--- src/rtl/if_stage.sv ---
// Instruction-fetch stage: PC register, combinational imem read, opcode predecode,
// direct-mapped BTB with 2-bit counters for next-PC prediction, and the IF/ID register.
package id_stage_pkg;
    typedef struct packed {
        logic [31:0] inst;
        logic [31:0] pc;
        logic [31:0] pc4;
        logic        is_conditional_branch;
        logic        is_jalr;
        logic        is_jal;
        logic        predict_taken;
        logic [31:0] predict_pc;
    } id_stage_in_t;
endpackage

module if_stage
    import id_stage_pkg::*;
#(
    parameter logic [31:0] RESET_PC    = 32'h0000_0000,
    parameter int          BTB_ENTRIES = 16,
    parameter logic [31:0] NOP_INST    = 32'h0000_0013
) (
    input  logic         clk,
    input  logic         rst,
    output logic [31:0]  imem_addr_o,
    input  logic [31:0]  imem_inst_i,
    input  logic         stall_i,
    input  logic         flush_i,
    input  logic         redirect_i,
    input  logic [31:0]  redirect_pc_i,
    input  logic         upd_en_i,
    input  logic [31:0]  upd_pc_i,
    input  logic [31:0]  upd_target_i,
    input  logic         upd_taken_i,
    input  logic         upd_is_cond_i,
    output id_stage_in_t id_in_o,
    output logic         valid_o
);

    localparam int IDX   = $clog2(BTB_ENTRIES);
    localparam int TAG_W = 30 - IDX;

    localparam logic [6:0] OP_BRANCH = 7'b1100011;
    localparam logic [6:0] OP_JAL    = 7'b1101111;
    localparam logic [6:0] OP_JALR   = 7'b1100111;

    localparam id_stage_in_t BUBBLE = '{
        inst:                  NOP_INST,
        pc:                    32'h0,
        pc4:                   32'h0,
        is_conditional_branch: 1'b0,
        is_jalr:               1'b0,
        is_jal:                1'b0,
        predict_taken:         1'b0,
        predict_pc:            32'h0
    };

    logic [31:0] pc;

    logic [BTB_ENTRIES-1:0] btb_valid;
    logic [TAG_W-1:0]       btb_tag    [BTB_ENTRIES];
    logic [31:0]            btb_target [BTB_ENTRIES];
    logic [1:0]             btb_ctr    [BTB_ENTRIES];

    logic [IDX-1:0]   rd_idx;
    logic [TAG_W-1:0] rd_tag;
    logic             is_branch;
    logic             is_jal;
    logic             is_jalr;
    logic             rd_hit;
    logic             predict_taken;
    logic [31:0]      pc4;
    logic [31:0]      predict_pc;

    assign imem_addr_o = pc;

    assign is_branch = (imem_inst_i[6:0] == OP_BRANCH);
    assign is_jal    = (imem_inst_i[6:0] == OP_JAL);
    assign is_jalr   = (imem_inst_i[6:0] == OP_JALR);

    assign rd_idx = pc[IDX+1:2];
    assign rd_tag = pc[31:IDX+2];
    assign rd_hit = btb_valid[rd_idx] && (btb_tag[rd_idx] == rd_tag);

    // A stale hit on a non-control-flow word must never steer the PC.
    assign predict_taken = rd_hit && (is_jal || is_jalr || (is_branch && btb_ctr[rd_idx][1]));
    assign pc4           = pc + 32'd4;
    assign predict_pc    = predict_taken ? btb_target[rd_idx] : pc4;

    logic [IDX-1:0]   upd_idx;
    logic [TAG_W-1:0] upd_tag;
    logic             upd_hit;
    logic             upd_alloc;
    logic             upd_ctr_wr;
    logic             upd_tgt_wr;
    logic [1:0]       upd_ctr_next;
    logic             unused_upd_bits;

    assign upd_idx         = upd_pc_i[IDX+1:2];
    assign upd_tag         = upd_pc_i[31:IDX+2];
    assign upd_hit         = btb_valid[upd_idx] && (btb_tag[upd_idx] == upd_tag);
    assign unused_upd_bits = &{1'b0, upd_pc_i[1:0]};

    always_comb begin
        upd_alloc    = 1'b0;
        upd_ctr_wr   = 1'b0;
        upd_tgt_wr   = 1'b0;
        upd_ctr_next = btb_ctr[upd_idx];
        if (upd_en_i) begin
            if (upd_is_cond_i) begin
                if (upd_hit) begin
                    upd_ctr_wr = 1'b1;
                    upd_tgt_wr = upd_taken_i;
                    if (upd_taken_i)
                        upd_ctr_next = (btb_ctr[upd_idx] == 2'b11) ? 2'b11 : btb_ctr[upd_idx] + 2'd1;
                    else
                        upd_ctr_next = (btb_ctr[upd_idx] == 2'b00) ? 2'b00 : btb_ctr[upd_idx] - 2'd1;
                end else if (upd_taken_i) begin
                    upd_alloc    = 1'b1;
                    upd_ctr_wr   = 1'b1;
                    upd_tgt_wr   = 1'b1;
                    upd_ctr_next = 2'b10;
                end
            end else begin
                upd_alloc    = 1'b1;
                upd_ctr_wr   = 1'b1;
                upd_tgt_wr   = 1'b1;
                upd_ctr_next = 2'b11;
            end
        end
    end

    always_ff @(posedge clk) begin
        if (rst)
            btb_valid <= '0;
        else if (upd_alloc)
            btb_valid[upd_idx] <= 1'b1;
    end

    // Payload is guarded by the valid bits, so it needs no reset.
    always_ff @(posedge clk) begin
        if (upd_alloc)
            btb_tag[upd_idx] <= upd_tag;
        if (upd_ctr_wr)
            btb_ctr[upd_idx] <= upd_ctr_next;
        if (upd_tgt_wr)
            btb_target[upd_idx] <= upd_target_i;
    end

    always_ff @(posedge clk) begin
        if (rst)
            pc <= RESET_PC;
        else if (redirect_i)
            pc <= redirect_pc_i;
        else if (!stall_i)
            pc <= predict_pc;
    end

    always_ff @(posedge clk) begin
        if (rst || flush_i) begin
            id_in_o <= BUBBLE;
            valid_o <= 1'b0;
        end else if (!stall_i) begin
            id_in_o.inst                  <= imem_inst_i;
            id_in_o.pc                    <= pc;
            id_in_o.pc4                   <= pc4;
            id_in_o.is_conditional_branch <= is_branch;
            id_in_o.is_jalr               <= is_jalr;
            id_in_o.is_jal                <= is_jal;
            id_in_o.predict_taken         <= predict_taken;
            id_in_o.predict_pc            <= predict_pc;
            valid_o                       <= 1'b1;
        end
    end

endmodule

--- config.mk ---
export PLATFORM = sky130hd
export DESIGN_NAME = if_stage
export DESIGN_NICKNAME = d
export VERILOG_FILES = /design/src/rtl/if_stage.sv
export SDC_FILE = /design/constraint.sdc
export NUM_CORES = 1
export LEC_CHECK = 0
export CORE_MARGIN = 3
export CORE_UTILIZATION = 39
export DETAILED_ROUTE_END_ITERATION = 8
export DONT_BUFFER_PORTS = 1
export SYNTH_ARGS = -nofsm -noshare
export SYNTH_HDL_FRONTEND = slang
export SYNTH_SLANG_ARGS = --single-unit
--- constraint.sdc ---
create_clock -name clk -period 6.45 [get_ports clk]
set_input_delay 1.935 -clock clk [delete_from_list [all_inputs] [get_ports clk]]
set_output_delay 1.935 -clock clk [all_outputs]
set_load 0.01 [all_outputs]
==> results.yml, run 1 <==
logic_synthesis:
  ys_async_sr_fraction_pct: 0
  count_of_synthesis_stage_warnings_from_yosys: 0
  synth-seq-area-share_pct: 66.4
  synth_edf_count: 960
  post_synth_main_area_contributors: "edfxtp_1, mux4_2, dfxtp_1"
  synth_top_cell_by_area: "edfxtp_1"
  synth.net_count: 2916
  avgSynthCellArea_um2: 17.6
  postSynthCellCount: 2779
  synth.top_cells.by_count: "edfxtp_1, mux4_2, nor2_1, dfxtp_1, mux2i_1"
  yosys.cell_count.top_type: "edfxtp_1"
  post_synth_instance_area_um2: 48900
  synth_ff_type: "edfxtp_1"
  netlist-cell-type-count: 79
  synth.ff_latch_count: 1143
  synth_top_cell_area_share_pct: 58.9
power:
  power_density_nw_per_um2: 297
  leakage_uw: 0.0173
  peakVddDrop_mv: 0.241
floorplanning:
  num_io_pins: 301
  die_w_um: 360
  core_region_area_um2: 124000
  die_height_um: 360
  fp.dieArea_um2: 130000
  initial_core_util_pct: 39.4
  row_count: 129
route:
  m1WireLength_um: 56000
  antenna_left: 0
  remaining_drc_errors: 0
  routed-wl-met3_um: 12900
  detail_route.wirelength_um: 143000
  vias: 27200
  count_of_tritonroute_iterations_in_the_first_routing_pass: 6
  wl_per_cell_um: 31.8
  drt-initial-drc-count: 3569
  detailroute.wirelength.met2_um: 70200
  routed.top_layer: "met4"
  via_per_inst: 6.05
layout:
  synthToLayoutAreaGrowth_pct: 11.7
  final_nets: 2905
  drive_above_1_share_pct: 24.3
clocking:
  holdBufCountCts: 0
  cts_tree: "done"
  post_cts.resized_instances: 0
  clkLatencyLatePin_ps: 750
  path_clk_slew_ps: 60
  cts_buffer_depth: 3
  cts_setup_buffers: 0
  cts_root_buf: "clkbuf_16"
  cts_num_sinks: 1143
  cts_buffers: 114
  cts-htree-levels: 3
critical_path:
  timing.critical_path.required_ps: 6910
  arrival_ps: 5600
  regToRegSetupSlack_ps: 1500
  worst-setup-path-type: "input pin to flop"
  timing.critical_path.to_type: "flop"
  critical_path_peak_fanout: 120
  setup.worst_path.start_class: "input pin"
placement:
  gp_congestion: 0.887
  total_half_perimeter_wirelength_after_legalization_and_detailed_placement_um: 86900
  port-buffer-count: 0
grt:
  groute.usage.overall_pct: 21.8
  grt_first_pass_wirelength_um: 204000
  grt_pass1_vias: 27800
  largest_net_degree_at_the_start_of_global_routing: 166
  overflow: 0
  number_of_antenna_violations_at_the_first_check_in_global_routing: 6
timing:
  finalSetupViolCount: 0
  finalWorstPathRequiredPeriod_ps: 5140
  worst_pin_slew_ps: 1160
  setup_total_negative_slack_ps: 0
  max-slew-margin-rel_pct: 21.7
  worst_hold_slack_ps: 489
  clock_skew_ps: 36.3
  finalMaxSlewViolations: 0
  ratio_of_final_minimum_period_to_clock_period_pct: 79.7
  fmax_mhz: 195
  report.final.hold_viol_count: 0
  grt_setup_unrepaired: "no"
outcome:
  status: "completed"
flow_run:
  max_cap_viol_count: 0
hold_path:
  min-delay-path-class: "flop to flop"
[cell families (layout without fill, tap and decap cells)]
kind of cell | count (synthesis) | after routing | share of synthesized area [%]
AOI/OAI and AO/OA | 227 | 227 | 3.45
xor gates and xnor gates | 78 | 78 | 1.40
adders and majority gates | 2 | 2 | 0.0460
buffers and inverters | 231 | 317 | 2.40
DFF | 1143 | 1143 | 66.4
muxes | 544 | 544 | 20.9
other | 0 | 3 | 0
and+or+nand+nor | 554 | 554 | 5.44
[area by class of cell]
class                   instances  area [um^2]
fillers                     10600        69500
flip-flops and latches       1143        32500
multi-input cells            1405        15400
clock buffers                 136         2960
well taps                    1637         2050
clock inverters                77          826
repair buffers                 79          806
inverters                      25         96.3
diodes                          3         7.51
[registers in the layout (all words and copies together), names as in the netlist, named ones only]
name,cells
btb_tag,416
imem_addr_o,32
btb_ctr,32
btb_valid,16
valid_o,1
id_in_o,130
btb_target,512
[per-layer routing]
metal  global-route usage, %  up-vias
met5                       0        -
met4                    6.79        0
met3                    5.44      247
met2                    36.1     1348
met1                    28.3    14500
li1                        -    11200
[worst paths after layout]
check	from	endpoint	cells past startpoint
worst min-delay path	btb_valid[6]$_SDFFE_PP0P_	btb_valid[6]$_SDFFE_PP0P_	1
worst min register to register	btb_valid[6]$_SDFFE_PP0P_	btb_valid[6]$_SDFFE_PP0P_	1
worst max register to register	flop	imem_addr_o[29]$_SDFFE_PP0N_	11
worst max-delay path	upd_pc_i[2]	btb_tag[12][17]$_DFFE_PP_	10
[placed cells by master (no fill, tap or decap), types with 16 or more instances in the layout]
| master | count |
|---|---|
| clkbuf_16 | 115 |
| o211a_1 | 16 |
| o21ai_0 | 40 |
| clkbuf_1 | 21 |
| nand2b_1 | 24 |
| and2_2 | 16 |
| nand2_1 | 132 |
| nor2_1 | 166 |
| a21oi_1 | 50 |
| xnor2_1 | 49 |
| mux4_2 | 380 |
| nor3_1 | 31 |
| buf_4 | 62 |
| mux2i_1 | 159 |
| clkinv_1 | 25 |
| clkinv_2 | 17 |
| xor2_1 | 29 |
| o21a_1 | 17 |
| inv_1 | 21 |
| nor2_4 | 17 |
| nand3_1 | 56 |
| edfxtp_1 | 960 |
| nand4_1 | 25 |
| dfxtp_1 | 179 |
| and3_1 | 18 |
| buf_12 | 17 |
[stage by stage]
stage	setup slack (ps)	total power [uW]	cells	utilization, %	cell area (um^2)
3_5_place_dp	623	9700	4289	41.0	50900
3_3_place_gp	671	9670	4289	41.0	50900
5_1_grt	1240	16700	4502	44.0	54700
4_1_cts	1390	16400	4502	44.0	54700
2_1_floorplan	513	9350	2779	-	48900
6_report	1310	16300	4505	44.0	54700
[worst max-delay path, cell delays in order]
cell	delay (ps)
mux4_2	550
mux4_2	470
xnor2_1	280
nand4_1	250
nor4_1	370
buf_4	200
nand4_1	300
or2_1	470
and2_2	350
buf_4	260
[power by group]
group / total, uW / switching (uW) / leakage [uW] / internal (uW)
Clock: 6710 / 2870 / 0.00181 / 3840
Combinational: 1210 / 653 / 0.00537 / 560
Sequential: 8330 / 174 / 0.0102 / 8150
Note: power is estimated with default switching activity, not from simulation.
==> run 2, diff against run 1 <==
clock period = 4.8 ns   (was 6.45 ns; I/O delays follow)
==> run 2 against run 1 <==
Critical path depth is the same. Wire length grew 2.1%. Clock power grew 40%. Critical path type unchanged. Sequential cell count is the same. Critical endpoint is now btb_tag[4][17]$_DFFE_PP_.
==> results.yml, run 2 (synthesis gave the netlist of run 1 again) <==
grt:
  overflow: 0
  grt_first_pass_wirelength_um: 207000
  number_of_antenna_violations_at_the_first_check_in_global_routing: 7
  groute.usage.overall_pct: 22.2
  grt_pass1_vias: 28000
  largest_net_degree_at_the_start_of_global_routing: 166
route:
  count_of_tritonroute_iterations_in_the_first_routing_pass: 5
  wl_per_cell_um: 32.0
  detail_route.wirelength_um: 146000
  antenna_left: 0
  via_per_inst: 6.04
  remaining_drc_errors: 0
  drt-initial-drc-count: 3521
  vias: 27600
clocking:
  cts_root_buf: "clkbuf_16"
  clkLatencyLatePin_ps: 740
  cts_buffer_depth: 3
  cts_tree: "done"
  cts_num_sinks: 1143
  path_clk_slew_ps: 60
  cts_buffers: 114
  holdBufCountCts: 0
  cts-htree-levels: 3
critical_path:
  worst-setup-path-type: "input pin to flop"
  cp_slowest_stage_delay_ps: 550
  regToRegSetupSlack_ps: 230
  arrival_ps: 5110
  critical_path.top_delay_family: "simple AND/OR/NAND/NOR gates"
  timing.critical_path.from: "upd_pc_i[2]"
  setup.worst_path.start_class: "input pin"
  critical_path_peak_fanout: 120
  timing.critical_path.to_type: "flop"
  timing.critical_path.required_ps: 5240
  cp_num_buf_inv: 2
  worst_path_cell_trace: "mux4_2, mux4_2, xnor2_1, nand4_1, nor4_4, buf_4, nand4_1, or2_1, and2_2, buf_12"
  slowest_stage_cell_cp: "mux4_2"
floorplanning:
  initial_core_util_pct: 39.4
  die_w_um: 360
  die_height_um: 360
  fp.dieArea_um2: 130000
  row_count: 129
  core_region_area_um2: 124000
  num_io_pins: 301
layout:
  fill_cells: 10500
  top_regs: "btb_target x512, btb_tag x416, id_in_o x130"
  multiInputGateArea_um2: 15400
  final_core_util_pct: 44.7
  final_nets: 2969
  largest_register_ff_count: 512
  synthToLayoutAreaGrowth_pct: 13.5
  register_name_with_the_most_flops: "btb_target"
  most-common-layout-cells: "edfxtp_1, mux4_2, dfxtp_1, nor2_1, mux2i_1"
  final_common_cell: "edfxtp_1"
  post_layout_instance_area_um2: 55500
  sequential_cell_area_um2: 32500
  drive_above_1_share_pct: 26.2
timing:
  fmax_mhz: 214
  finalSetupViolCount: 0
  max-slew-margin-rel_pct: 34.0
  worst_pin_slew_ps: 986
  worst_hold_slack_ps: 487
  report.final.hold_viol_count: 0
  clock_skew_ps: 34.0
  finalWorstPathRequiredPeriod_ps: 4670
  finalMaxSlewViolations: 0
  ratio_of_final_minimum_period_to_clock_period_pct: 97.2
  grt_setup_unrepaired: "no"
power:
  fin_total_pwr_uw: 22300
  leakage_uw: 0.0178
  peakVddDrop_mv: 0.292
  power_density_nw_per_um2: 401
flow_run:
  max_cap_viol_count: 0
hold_path:
  min-delay-path-class: "flop to flop"
  hold_path_startpoint: "btb_valid[4]$_SDFFE_PP0P_"
placement:
  total_half_perimeter_wirelength_after_legalization_and_detailed_placement_um: 92000
  port-buffer-count: 0
  gp_congestion: 0.882
  placed_standard_cell_area_um2: 51500
outcome:
  status: "completed"
[run 2: cell types whose count changed in the layout (fill, tap and decap cells not counted), sizes merged]
cell      before  now
buf           79  143
clkinv        47   36
clkbuf       136  145
clkinvlp      13    7
bufinv        14   19
inv           28   32
diode          3    5
[run 2: worst paths after layout]
kind                                                endpoint  cells past startpoint
worst max-delay path                btb_tag[4][17]$_DFFE_PP_                     10
worst min-delay path               btb_valid[4]$_SDFFE_PP0P_                      1
worst max register to register  imem_addr_o[29]$_SDFFE_PP0N_                     11
worst min register to register     btb_valid[4]$_SDFFE_PP0P_                      1
[run 2: report_power, final]
group | internal, uW | leakage, uW | switching [uW]
Clock | 5560 | 0.00192 | 3830
Sequential | 11000 | 0.0102 | 201
Combinational | 803 | 0.00576 | 938
[run 2: area by class of cell]
cell class / count / area share, %
well taps: 1637 / 3.69
diodes: 5 / 0.0225
flip-flops and latches: 1143 / 58.5
inverters: 25 / 0.173
multi-input cells: 1405 / 27.8
clock buffers: 145 / 5.54
clock inverters: 69 / 1.56
repair buffers: 143 / 2.70
[run 2: what timing repair did]
item,CTS,global route
endpoints found under the setup margin,441,18
gates resized for setup,1,1
pin swaps,0,0
setup buffers,0,2
[run 2: per-layer routing]
layer | wire length (um) | GRT usage [%]
met1 | 57300 | 29.4
met2 | 69400 | 35.9
met3 | 14000 | 5.28
met4 | 5560 | 7.98
met5 | 27 | 0
[run 2: through the flow]
step	setup WS, ps	TNS, ps	cells
after floorplan	17.1	0	2779
after global placement	-897	-416020	4351
after detailed placement	-912	-422330	4351
after CTS	119	0	4565
after global routing	32.0	0	4569
final	134	0	4572
==> patch 1: new RTL, config.mk and constraints of run 2 <==
Set the parameter `BTB_ENTRIES` to 8 (it was 16).
--- a/src/rtl/if_stage.sv
+++ b/src/rtl/if_stage.sv
@@ -19,3 +19,3 @@
     parameter logic [31:0] RESET_PC    = 32'h0000_0000,
-    parameter int          BTB_ENTRIES = 16,
+    parameter int          BTB_ENTRIES = 8,
     parameter logic [31:0] NOP_INST    = 32'h0000_0013
Check against the original RTL: not settled (the Yosys comparison gave no result); the edit may change what the design does.
==> patch 1 against run 2 <==
- cell area fell by 42%
- count of clock-buffer cells in the layout down 54
- first-iteration DRC count down 52%
- sequential cell count fell by 481
- worst setup slack better by 260 ps
- largest cell class unchanged
- synthesized area decreased by 42%
- die area decreased by 42%
- critical endpoint is now imem_addr_o[26]
- cell count decreased by 35%
- clock power shrank 42%
- routed wire length down 43%
- combinational power decreased by 43%
- power is 42% lower
- global-route usage decreased by 0.52 points
==> patch 1: results (changes against run 2) <==
- Broken down by cell family, the worst path's largest delay share belongs to multiplexers.
- The number of instances resized during post-cts repair came to 0 (-1).
- The number of flops mapped to enable cells by yosys is 488 (-49%).
- The clock edge transition at the registers on the reported setup and hold paths came to 60 ps (about the same).
- The share of layout cells above drive strength 1 is 16.9% (-9.4 points).
- The largest registers in the layout are btb_target (256), btb_tag (216), id_in_o (130).
- The number of antenna violations at the first check in global routing is 5 (-2).
- The transition at the pin with the smallest max-transition slack is 1000 ps (+15.9 ps).
- The routability congestion estimate is 0.823 (-6.7%).
- The startpoint type of the worst setup path is a flop.
- In this run the most critical hold path is launched from btb_valid[0].
- The mean number of vias per cell is 5.77 (-4.6%).
- The post-synthesis sequential area ratio is 64.2% (-2.2 points).
- By count the netlist is led by 488 x edfxtp_1, 202 x mux2i_1, 174 x dfxtp_1, 163 x nor2_1, 120 x mux4_2.
- The xor/xnor share of the synthesized area is 2.23% (+0.84 points).
- On the critical path, the stage with the largest delay is an instance of dfxtp_4.
- The estimated wirelength of the detail-placed design is 54600 um (-41%).
- The total combinational power is 996 uW (-43%).
- The iteration-0 DRC count of the detailed router is 1686 (-52%).
- The clock network latency to the later pin of the worst-skew pair was 640 ps (-100 ps).
- The maximum number of pins on one net before global-route repair came to 196 (+18%).
- The run finished with clean final reports.
- The highest fanout seen on the critical path is 48 (-60%).
- The multiplexer share of the synthesized area came to 18.2% (-2.6 points).
- The maximum cell stage delay along the critical path is 720 ps (+170 ps).
- The total routing resource utilization after global routing is 21.7% (-0.52 points).
- The worst vdd rail ir drop is 0.278 mV (-4.8%).
- The standard cell area after detailed placement is 29700 sq um (-42%).
- The leakage dissipation is 0.0106 uW (-40%).
- The switching power as a share of total power is 23.6% (+1.3 points).
- The clock buffer count from CTS was 72 (-37%).
- The critical path arrival came to 4850 ps (-260 ps).
- The total wire length after detailed routing is 83000 um (-43%).
- The setup skew after layout was 46.7 ps (+12.7 ps).
- The via count of the first global-routing pass came to 17300 (-38%).
- The fraction of the mapped netlist area in compound gates came to 6.24% (+2.8 points).
- The number of post-CTS setup repair buffers came to 0 (unchanged).
- By area the synthesized netlist is led by edfxtp_1 52%, dfxtp_1 12%, mux4_2 9.6%, mux2i_1 7.2%, nor2_1 2.2%.
- The power share of the clock group was 42.2% (about the same).
- The adder and majority gate portion of the synthesized area was 0.0797% (+0.034 points).
- The post-synthesis async set-or-reset flop share is 0% (unchanged).
- The number of port buffers is 0 (unchanged).
- The net count after synthesis was 2069 (-29%).
- The final-layout fill cell count is 6366 (-39%).
- The global-route wire length before repair is 118000 um (-43%).
- The number of different library cells in the post-synthesis netlist came to 62 (-22%).
==> patch 1: cell types whose count changed after synthesis, sizes merged, moves of 27 or more <==
cell | run 2 | this run
edfxtp | 960 | 488
mux4 | 380 | 120
a21oi | 50 | 109
mux2i | 159 | 202
buf | 101 | 62
a221oi | 8 | 46
nand3 | 56 | 20
mux2 | 5 | 38
o21ai | 42 | 14
clkbuf | 105 | 78
==> patch 1: final timing paths <==
| check | endpoint | slack [ps] | cells past startpoint |
|---|---|---|---|
| hold / removal | btb_valid[0] | 480 | 2 |
| hold reg to reg | btb_valid[0] | 480 | 2 |
| setup reg to reg | imem_addr_o[26] | 400 | 11 |
| setup / recovery | imem_addr_o[26] | 400 | 11 |
==> patch 1: worst min-delay path, delay by kind of cell (launching register included) <==
family / cells / cell delay, ps
AO/OA/AOI/OAI: 1 / 50
buffers and inverters: 1 / 60
flip-flops: 1 / 330
==> patch 1: metal layers <==
layer / vias up / GRT usage [%] / part of all wire [%]
met2: 774 / 34.4 / 47
met1: 8660 / 27.0 / 39
met5: - / 0 / 0.017
met3: 155 / 7.97 / 11
met4: 2 / 8.44 / 3.6
li1: 7429 / - / -
==> patch 1: through the flow <==
step | cells | power, uW | setup TNS (ps) | worst slack [ps]
CTS | 2949 | 13000 | 0 | 348
floorplan | 1932 | 7270 | -24660 | -164
global route | 2949 | 13400 | 0 | 262
finish | 2952 | 12900 | 0 | 395
detailed placement | 2818 | 7590 | 0 | 196
global placement | 2818 | 7570 | 0 | 198
==> patch 1: area by class of cell <==
cell class	count	area [sq um]	area share [%]
sequential	662	18100	56.6
multi-input combinational	1087	9430	29.4
clock buffer	91	1990	6.20
tap	950	1190	3.71
timing repair buffer	76	746	2.33
clock inverter	40	390	1.22
inverter	43	161	0.503
antenna	3	7.51	0.0234
==> patch 2: new RTL, config.mk and constraints of run 2 <==
Without the edit above. Add an input register stage for `upd_target_i`, cleared by the reset; this delays it by one clock. The other inputs are not delayed to match.
--- a/src/rtl/if_stage.sv
+++ b/src/rtl/if_stage.sv
@@ -56,2 +56,12 @@
     };
+
+    logic [31:0] upd_target_q;
+
+    always_ff @(posedge clk) begin
+        if (rst) begin
+            upd_target_q <= '0;
+        end else begin
+            upd_target_q <= upd_target_i;
+        end
+    end
 
@@ -146,3 +156,3 @@
         if (upd_tgt_wr)
-            btb_target[upd_idx] <= upd_target_i;
+            btb_target[upd_idx] <= upd_target_q;
     end
Check against the original RTL: not settled (the Yosys comparison gave no result); the edit may change what the design does.
==> patch 2 against run 2 <==
- the flow now finishes with violations (negative setup slack)
- power grew 0.15%
- core utilization grew 0.14 points
- sequential cell count grew 32
- routed wire length grew 1.4%
- maximum frequency shrank 4.0%
- worst hold slack gained 15 ps
- worst setup slack lost 190 ps
- cell area grew 1.6%
- synthesized area grew 1.1%
- largest cell class unchanged
- largest power group unchanged
==> patch 2: results (changes against run 2) <==
- The placed instance count is 4405 (+1.2%).
- The initial standard-cell utilization of the core came to 39.4% (-0.062 points).
- The number of H-tree branching levels is 3 (unchanged).
- The count of mapped cells out of synthesis was 2819 (+1.4%).
- The global-route wire length before repair is 211000 um (+1.9%).
- The share of layout cells above drive strength 1 was 26.5% (+0.28 points).
- The via count of the first global-routing pass came to 28800 (+3.0%).
- The global-route met3 utilization is 6.64% (+1.4 points).
- The leakage dissipation is 0.0187 uW (+4.9%).
- The critical path starts at upd_pc_i[2].
- The total routing resource utilization after global routing was 22.4% (+0.20 points).
- The transition at the pin with the smallest max-transition slack is 1170 ps (+186 ps).
- The iteration-0 DRC count of the detailed router is 3475 (-1.3%).
- The path class of the tightest hold or removal check is flop to flop.
- The net count after synthesis was 2956 (+1.4%).
- The maximum cell stage delay along the critical path is 920 ps (+370 ps).
- The standard cell area after detailed placement is 52400 sq um (+1.8%).
- The power dissipated by switching net loads is 5050 uW (+1.7%).
- The master of the slowest instance on the critical path is nor4_1.
- The commonest cells after synthesis are 960 x edfxtp_1, 378 x mux4_2, 253 x nor2_1, 215 x dfxtp_1, 133 x mux2i_1.
- The maximum number of pins on one net before global-route repair is 158 (-4.8%).
- The worst hold path begins at btb_valid[10].
- The root buffer cell chosen for the clock tree is clkbuf_16.
- The final-layout fill cell count is 10700 (+1.9%).
- The estimated wirelength of the detail-placed design was 94100 um (+2.3%).
- The clock network latency to the later pin of the worst-skew pair is 730 ps.
- The critical path arrival is 5320 ps (+210 ps).
- The post-synthesis sequential area ratio is 67.0% (+0.55 points).
- The run finished, with violations left.
- The final reports fail on negative setup slack.
- The routability congestion estimate is 0.852 (-3.4%).
- The number of different library cells in the post-synthesis netlist is 71 (-10%).
- The setup skew after layout is 39.2 ps (+5.21 ps).
- The final setup violation count is 150 (+150).
- The worst setup timing slack at the placement stage is -608 ps (+303 ps).
- The synthesis warning total is 0 (unchanged).
- The number of antenna violations at the first check in global routing is 5 (-2).
- The wire length per cell after detailed routing is 32.0 um (about the same).
- The worst vdd rail ir drop is 0.281 mV (-3.9%).
- The mean number of vias per cell was 6.03 (-0.25%).
- After synthesis, the cell types taking the most area are edfxtp_1 58%, mux4_2 17%, dfxtp_1 8.7%, mux2i_1 2.7%, nor2_1 1.9%.
- The highest fanout seen on the critical path is 127 (+5.8%).
- The power density over the cells is 395 nW/um^2 (-1.4%).
- The maximum number of buffers from clock root to sink is 3 (unchanged).
- The final setup slack of the worst path is -60.3 ps (-194 ps).
- The total wire length after detailed routing came to 148000 um (+1.4%).
- The global-route track usage on met2 is 35.9% (about the same).
- The post-synthesis async set-or-reset flop share is 0% (unchanged).
- The clock buffer count from CTS is 120 (+5.3%).
- The met1 track demand over resource in global routing is 28.9% (-0.41 points).
## patch 2: layout make-up
type / count / area share [%]
Clock buffer: 154 / 5.88
Clock inverter: 72 / 1.14
Multi-Input combinational cell: 1422 / 27.5
Sequential cell: 1175 / 58.7
Antenna cell: 5 / 0.0222
Tap cell: 1650 / 3.66
Inverter: 14 / 0.0931
Timing Repair Buffer: 145 / 2.97
## patch 2: cells by family after synthesis
group                      after synthesis  share of synthesized area (%)
xor gates and xnor gates                75                           1.33
AOI/OAI and AO/OA                      230                           3.15
and+or+nand+nor                        571                           5.44
buffers and inverters                  222                           2.19
adders and majority gates                2                         0.0455
muxes                                  544                           20.9
DFF                                   1175                           67.0
## patch 2: power groups by stage
stage               Sequential, uW  Clock, uW  Combinational (uW)
finish                       11400       9300                1620
global placement             11600          0                1590
floorplan                    11500          0                1180
global route                 11400       9870                1700
detailed placement           11600          0                1610
CTS                          11400       9460                1620
## patch 2: per-layer routing
| layer | share of wire (%) | up-vias |
|---|---|---|
| met5 | 0.0088 | - |
| met4 | 4.0 | 2 |
| met3 | 11 | 292 |
| met2 | 48 | 1459 |
| met1 | 38 | 14700 |
| li1 | - | 11500 |
## patch 2: path summary, 6_finish.rpt
kind / to / slack, ps / cells past startpoint
setup / recovery: btb_tag[1][20] / -60 / 11
hold reg to reg: btb_valid[10] / 500 / 2
setup reg to reg: imem_addr_o[7] / 250 / 12
hold / removal: btb_valid[10] / 500 / 2
## patch 2: worst register-to-register path, delay by kind of cell (launching register included)
family	cells	cell delay, ps
multiplexers	4	1310
AND/OR/NAND/NOR	3	1100
buffers and inverters	3	800
AO/OA/AOI/OAI	1	410
flip-flops	1	400
XOR/XNOR	1	400
## patch 2: stage by stage
step           TNS, ps  power [uW]
2_1_floorplan  -115860       12700
3_3_place_gp   -209920       13200
3_5_place_dp   -260480       13200
4_1_cts              0       22500
5_1_grt              0       23000
6_report         -3820       22300
## patch 2: timing repair
| item | CTS | global route |
|---|---|---|
| resized for setup | 0 | 1 |
| endpoints found under the setup margin | 1 | 1 |
| buffers inserted | 1 | 0 |
